[src/rtl/alu_pkg.sv]
// Shared constants for the ALU sequencer: opcode encodings, FSM state
// encoding and register-file geometry.
package alu_pkg;

  localparam int NUM_REGS = 4;
  localparam int IDX_W    = 2;
  localparam int DATA_W   = 8;

  localparam logic [2:0] ALU_ADD = 3'b000;
  localparam logic [2:0] ALU_SUB = 3'b001;
  localparam logic [2:0] ALU_AND = 3'b010;
  localparam logic [2:0] ALU_OR  = 3'b011;
  localparam logic [2:0] ALU_XOR = 3'b100;
  localparam logic [2:0] ALU_NOT = 3'b101;
  localparam logic [2:0] ALU_SHL = 3'b110;
  localparam logic [2:0] ALU_SHR = 3'b111;

  localparam logic [1:0] ST_IDLE    = 2'd0;
  localparam logic [1:0] ST_ISSUE   = 2'd1;
  localparam logic [1:0] ST_CAPTURE = 2'd2;
  localparam logic [1:0] ST_DONE    = 2'd3;

  // Only add and subtract produce a meaningful overflow flag.
  function automatic logic op_has_flag(input logic [2:0] op);
    return (op == ALU_ADD) || (op == ALU_SUB);
  endfunction

endpackage

[src/rtl/alu_regfile.sv]
// Small operand register file: two combinational read ports, one
// synchronous write port, cleared by synchronous reset.
module alu_regfile
  import alu_pkg::*;
#(
  parameter int REGS = NUM_REGS
) (
  input  logic              clock,
  input  logic              reset,
  input  logic [IDX_W-1:0]  rd_a_idx_i,
  output logic [DATA_W-1:0] rd_a_data_o,
  input  logic [IDX_W-1:0]  rd_b_idx_i,
  output logic [DATA_W-1:0] rd_b_data_o,
  input  logic              wr_en_i,
  input  logic [IDX_W-1:0]  wr_idx_i,
  input  logic [DATA_W-1:0] wr_data_i
);

  logic [DATA_W-1:0] regs_q [REGS];

  always_ff @(posedge clock) begin
    if (reset) begin
      for (int i = 0; i < REGS; i++) regs_q[i] <= '0;
    end else if (wr_en_i) begin
      regs_q[wr_idx_i] <= wr_data_i;
    end
  end

  assign rd_a_data_o = regs_q[rd_a_idx_i];
  assign rd_b_data_o = regs_q[rd_b_idx_i];

endmodule

[src/rtl/alu_sequencer.sv]
// Four-state sequencer that feeds an external combinational ALU from a
// 4x8 register file and writes the result back, one instruction per 4 cycles.
module alu_sequencer
  import alu_pkg::*;
#(
  parameter int REGS = NUM_REGS
) (
  input  logic              clock,
  input  logic              reset,
  // Handshake: an instruction transfers on a rising edge where
  // instr_valid && instr_ready; instr_ready is high only in IDLE out of reset.
  input  logic              instr_valid,
  output logic              instr_ready,
  input  logic [2:0]        instr_op,
  input  logic [IDX_W-1:0]  instr_rd,
  input  logic [IDX_W-1:0]  instr_ra,
  input  logic [IDX_W-1:0]  instr_rb,
  input  logic              instr_cin,
  input  logic              load_en,
  input  logic [IDX_W-1:0]  load_idx,
  input  logic [DATA_W-1:0] load_data,
  output logic [DATA_W-1:0] alu_a,
  output logic [DATA_W-1:0] alu_b,
  output logic [2:0]        alu_sel,
  output logic              alu_cin,
  input  logic [DATA_W-1:0] alu_out,
  input  logic              alu_overflow,
  output logic              res_valid,
  output logic [DATA_W-1:0] res_data,
  output logic              res_overflow,
  output logic [IDX_W-1:0]  res_rd,
  output logic [1:0]        dbg_state
);

  logic [1:0]        state_q, state_d;
  logic [IDX_W-1:0]  rd_q;
  logic [DATA_W-1:0] alu_a_q, alu_b_q;
  logic [2:0]        alu_sel_q;
  logic              alu_cin_q;
  logic [DATA_W-1:0] res_data_q;
  logic              res_ovf_q;
  logic [IDX_W-1:0]  res_rd_q;

  logic              accept;
  logic              load_live;
  logic [DATA_W-1:0] rf_a, rf_b, opnd_a, opnd_b;
  logic              wr_en;
  logic [IDX_W-1:0]  wr_idx;
  logic [DATA_W-1:0] wr_data;

  assign instr_ready = (state_q == ST_IDLE) && !reset;
  assign accept      = instr_valid && instr_ready;
  assign load_live   = load_en && (state_q == ST_IDLE);

  alu_regfile #(.REGS(REGS)) u_rf (
    .clock       (clock),
    .reset       (reset),
    .rd_a_idx_i  (instr_ra),
    .rd_a_data_o (rf_a),
    .rd_b_idx_i  (instr_rb),
    .rd_b_data_o (rf_b),
    .wr_en_i     (wr_en),
    .wr_idx_i    (wr_idx),
    .wr_data_i   (wr_data)
  );

  // A load landing on the same edge as the accept must be visible to the
  // operands, so forward it around the register file.
  assign opnd_a = (load_live && (load_idx == instr_ra)) ? load_data : rf_a;
  assign opnd_b = (load_live && (load_idx == instr_rb)) ? load_data : rf_b;

  // Writeback owns the write port in CAPTURE; loads are only honoured in IDLE.
  always_comb begin
    wr_en   = 1'b0;
    wr_idx  = load_idx;
    wr_data = load_data;
    if (state_q == ST_CAPTURE) begin
      wr_en   = 1'b1;
      wr_idx  = rd_q;
      wr_data = alu_out;
    end else if (load_live) begin
      wr_en   = 1'b1;
    end
  end

  always_comb begin
    state_d = state_q;
    case (state_q)
      ST_IDLE:    if (accept) state_d = ST_ISSUE;
      ST_ISSUE:   state_d = ST_CAPTURE;
      ST_CAPTURE: state_d = ST_DONE;
      default:    state_d = ST_IDLE;
    endcase
  end

  always_ff @(posedge clock) begin
    if (reset) begin
      state_q    <= ST_IDLE;
      rd_q       <= '0;
      alu_a_q    <= '0;
      alu_b_q    <= '0;
      alu_sel_q  <= '0;
      alu_cin_q  <= 1'b0;
      res_data_q <= '0;
      res_ovf_q  <= 1'b0;
      res_rd_q   <= '0;
    end else begin
      state_q <= state_d;
      if (accept) begin
        rd_q      <= instr_rd;
        alu_a_q   <= opnd_a;
        alu_b_q   <= opnd_b;
        alu_sel_q <= instr_op;
        alu_cin_q <= instr_cin & (instr_op == ALU_ADD);
      end
      if (state_q == ST_CAPTURE) begin
        res_data_q <= alu_out;
        // Masking keeps an undefined flag from a logic op out of the result.
        res_ovf_q  <= alu_overflow & op_has_flag(alu_sel_q);
        res_rd_q   <= rd_q;
      end
    end
  end

  assign alu_a        = alu_a_q;
  assign alu_b        = alu_b_q;
  assign alu_sel      = alu_sel_q;
  assign alu_cin      = alu_cin_q;
  assign res_valid    = (state_q == ST_DONE);
  assign res_data     = res_data_q;
  assign res_overflow = res_ovf_q;
  assign res_rd       = res_rd_q;
  assign dbg_state    = state_q;

endmodule

[config.mk]
export PLATFORM = sky130hd
export DESIGN_NAME = alu_sequencer
export DESIGN_NICKNAME = d
export VERILOG_FILES = /design/src/rtl/alu_pkg.sv /design/src/rtl/alu_regfile.sv /design/src/rtl/alu_sequencer.sv
export SDC_FILE = /design/constraint.sdc
export NUM_CORES = 1
export LEC_CHECK = 0
export BUFFER_PORTS_ARGS = -buffer_cell sky130_fd_sc_hd__buf_4
export CORE_ASPECT_RATIO = 0.7
export CORE_MARGIN = 3
export CORE_UTILIZATION = 60
export DETAILED_ROUTE_END_ITERATION = 8
export PLACE_DENSITY = 0.86
export SYNTH_ARGS = -nofsm -noshare
export SYNTH_HDL_FRONTEND = slang
export SYNTH_HIERARCHICAL = 1
export SYNTH_SLANG_ARGS = --single-unit
[constraint.sdc]
create_clock -name clock -period 5.4 [get_ports clock]
set_clock_uncertainty 0.05 [all_clocks]
set_input_delay 0.54 -clock clock [delete_from_list [all_inputs] [get_ports clock]]
set_output_delay 0.54 -clock clock [all_outputs]
set_load 0.01 [all_outputs]
==> Yosys cells after proc, flatten, opt, wreduce, memory -nomap -nowiden <==
Memory sizes are Yosys's and may differ from the RTL's. A register that Yosys moved wholly into a read port is not among the register bits.
Index checks and enable logic that the tools add are counted.
{ "totals": {"ff_bits": 19, "mem_bits_rw": 32, "in_bits": 33, "elab_cells": 38, "mem_count": 1} }
{ "mem_list": {"columns": ["name", "depth", "width", "read_ports", "rd_ports_with_merged_regs", "write_ports", "line", "source"], "rows": [
  ["u_rf.regs_q", 4, 8, 2, 2, 4, "alu_regfile.sv:19", "logic [DATA_W-1:0] regs_q [REGS];"]
]} }
{ "classes": {"eq_ne": 5, "mux": 14, "bitwise_logic": 2, "n_reduce_logical": 9} }
{ "op_table": {"columns": ["operator", "n"], "rows": [
  ["two-way mux 8 bit", 2],
  ["two-way mux 1 bit", 8],
  ["OR reduction 8 bit", 1],
  ["logical NOT 3 bit", 2],
  ["two-way mux 2 bit", 3],
  ["one-hot mux 2 bit (3 select lines)", 1],
  ["== test 2 bit (second input constant)", 2],
  ["== test 3 x 1 -> 1 bit (second input constant)", 1],
  ["logical AND 1 bit", 3],
  ["AND 1 bit", 2],
  ["== test 2 x 1 -> 1 bit (second input constant)", 1],
  ["logical NOT 2 bit", 1],
  ["!= test 2 bit (second input constant)", 1],
  ["logical NOT 1 bit", 1],
  ["logical OR 1 bit", 1]
]} }

==> Depth between registers and ports, before layout <==
{ "logic_depth": {"depth_word": 9, "mapped_depth": 7, "depth_no_buf": 6} }

==> By module <==
The synthesis kept the hierarchy.
{ "by_module_without_submodules": {"columns": ["module", "n_inst", "cells_each", "area_each_um2"], "rows": [
  ["alu_sequencer", 1, 202, 1855.5],
  ["alu_regfile", 1, 94, 1671.6]
]} }

==> Worst setup path before layout <==
OpenSTA, ideal clock, no wires.
{ "synth_path": {"path_type": "register -> register", "start": "register state_q[0], in the netlist dbg_state[0]", "end": "memory u_rf.regs_q[2][0], enable pin", "setup_time_ns": 0.375, "arrival_ns": 2.022, "required_ns": 4.975, "setup_slack_ns": 2.953, "path_stages_with_launch": 7, "path_buffers": 1, "path_cell_list": "dfxtp_1 inv_1 ha_1 clkbuf_1 o21ai_0 inv_1 o21bai_1"} }
{ "synth_rtl": {"columns": ["element", "line", "source"], "rows": [
  ["start: declaration", "alu_sequencer.sv:35", "logic [1:0] state_q, state_d;"],
  ["start signal: assignment", "alu_sequencer.sv:108", "state_q <= state_d;"],
  ["end: declaration", "alu_regfile.sv:19", null]
]} }

==> impl_metrics.json <==
{
  "crit_required_ns": 5.32,
  "coreArea_mm2": 0.00545,
  "ant_nets": 0,
  "end_kind": "register",
  "place_hpwl_mm": 6.45,
  "track_usage_pct": 26.9,
  "cts_root_buffer": "clkbuf_8",
  "powerDensity_mw_per_mm2": 328,
  "cts_hold_buf": 0,
  "drc": 0,
  "wire_per_inst_um": 20.5,
  "maxCapViolCount": 0,
  "start_kind": "register",
  "status": "finished clean",
  "synth-main-ff-cell": "dfxtp_1",
  "ctsLongestPathBuffers": 2,
  "vias": 2621,
  "clkLatencyLatePin_ns": 0.35,
  "async_flop_share_pct": 0,
  "syn_area_mm2": 0.00353,
  "clock_sinks": 67,
  "grt_pass1_vias": 2563,
  "finalHoldViolCount": 0,
  "setup_viol": 0,
  "rsz0062_at_grt": "no",
  "dieHeight_um": 70.2,
  "drive_above_1_share_pct": 36.5,
  "overflow": 0,
  "syn_nets": 333,
  "post_cts_buffers": 0,
  "synth_enable_flop_cells": 32,
  "grt_start_max_net_pins": 52,
  "syn2layout_area_growth_pct": 18.7,
  "arrival_ns": 3.03,
  "synth_cells": 296,
  "yosysUniqueCellTypes": 34,
  "slew_headroom_pct": 35.8,
  "htree_levels": 3,
  "max-vdd-ir-drop_uv": 232,
  "drt_wl_total_mm": 8.83,
  "numCtsBuffers": 9,
  "crit_type": "reg -> reg",
  "place_ws_ns": 2.32,
  "ys_ff_latch": 67,
  "fin_ws_ns": 2.28,
  "antenna_found_initial": 0,
  "path_max_fanout": 33,
  "grt_pass1_wl_mm": 13.8,
  "dieArea_mm2": 0.00685,
  "drt-vias-per-instance": 6.08,
  "ys_warn_count": 6,
  "drtPass1Iterations": 4,
  "cts.clk_slew.worst_paths_ns": 0.07,
  "post_cts_resized": 0,
  "report.final.slew_viol_count": 0,
  "power.total_mw": 1.37,
  "synth-seq-area-share_pct": 47.1,
  "place_inst": 415,
  "hold_path.class": "in -> reg",
  "tightest_slew_ns": 0.963,
  "diodes": 0,
  "leakagePower_nw": 1.61,
  "ios": 68,
  "max_freq_mhz": 321,
  "die_w_um": 97.6,
  "portBuffers": 67,
  "gp_congestion": 0.900,
  "final_nets": 391,
  "initial_core_util_pct": 64.7,
  "finalCritPeriodShare_pct": 57.7,
  "tns_ns": 0,
  "syn_area_per_cell_um2": 11.9,
  "fill_cells": 363,
  "cts_tree": "done",
  "row_count": 22,
  "period_minus_slack_ns": 3.12,
  "first_iter_violations": 279,
  "layout.cells.non_filler": 431
}
==> worst max-delay path, cell delays in order (launching register included) <==
cell	delay, ns
dfxtp_1	0.43
ha_1	0.77
o21ai_0	0.50
nand2b_1	0.30
o21bai_1	0.69
==> layout by cell type, fill, tap and decap left out, types with 8 or more instances in the layout <==
cell type / n
edfxtp_1: 32
clkbuf_8: 12
mux4_2: 16
buf_4: 67
nand2_1: 25
inv_1: 13
and2_2: 8
and2_1: 24
dfxtp_1: 35
o21ai_0: 15
o311ai_0: 16
a21oi_1: 11
o221ai_2: 16
nand2b_1: 34
==> final timing paths <==
path                      from                 to  slack [ns]  depth (start not counted)
hold / removal     instr_rd[0]            rd_q[0]        0.34                          3
setup reg to reg  dbg_state[1]  u_rf/regs_q[0][7]        2.28                          4
hold reg to reg    res_data[1]        res_data[1]        0.43                          2
setup / recovery  dbg_state[1]  u_rf/regs_q[0][7]        2.28                          4
==> kinds of logic after synthesis <==
kind of cell,count (synthesis),synth area share [%]
muxes,19,11.1
AOI/OAI and AO/OA,63,15.6
buffers and inverters,33,4.72
and+or+nand+nor,106,18.3
xor gates and xnor gates,4,1.74
adders and majority gates,4,1.42
DFF,67,47.1
==> synth_stat cells (3+ instances only) <==
library cell  number  area share (%)
o221ai_2          16             6.8
nand2b_1          34             6.0
dfxtp_1           35              20
mux2i_1            3            0.85
buf_6              4             1.3
and2_2             8             1.7
edfxtp_1          32              27
clkbuf_1           6            0.64
nor2_1             4            0.43
buf_2              8             1.1
and2_1            24             4.3
ha_1               4             1.4
a21oi_1           11             1.6
o21ai_0           15             2.1
o311ai_0          16             4.0
inv_1             13             1.4
nand2_1           25             2.7
mux4_2            16              10
==> registers in the layout (all words and copies together), names as in the netlist <==
register	count
u_rf/regs_q	32
res_rd	2
dbg_state	2
alu_b	8
alu_sel	3
alu_a	8
res_data	8
res_overflow	1
alu_cin	1
rd_q	2
==> area by class of cell <==
| class | instances | area (um2) | area share [%] |
|---|---|---|---|
| repair buffers | 67 | 503 | 12.0 |
| clock buffers | 14 | 173 | 4.12 |
| clock inverters | 2 | 10.0 | 0.239 |
| multi-input cells | 196 | 1700 | 40.6 |
| well taps | 72 | 90.1 | 2.15 |
| inverters | 13 | 48.8 | 1.17 |
| flip-flops and latches | 67 | 1660 | 39.7 |
==> report_power, final <==
part,total [mW],switching (mW),internal (mW)
combinational,0.347,0.192,0.155
sequential,0.644,0.0403,0.604
clock,0.384,0.181,0.203
total,1.37,0.413,0.962
==> routing by layer <==
layer,track usage (%),part of all wire [%],vias up
li1,-,-,1213
met1,36.2,42,1254
met4,8.45,1.5,0
met2,38.3,44,139
met3,13.4,12,15
met5,0,0,-
==> stage by stage <==
| stage | utilization, % | cell area (um2) | hold slack (ns) |
|---|---|---|---|
| final | 76.8 | 4190 | 0.340 |
| after global routing | 76.8 | 4190 | 0.345 |
| after CTS | 76.8 | 4190 | 0.323 |
| after detailed placement | 73.5 | 4000 | 0.417 |
| after global placement | 73.5 | 4000 | 0.411 |
| after floorplan | - | 3530 | 0.400 |
No activity file was read; power rests on OpenSTA's default activity.
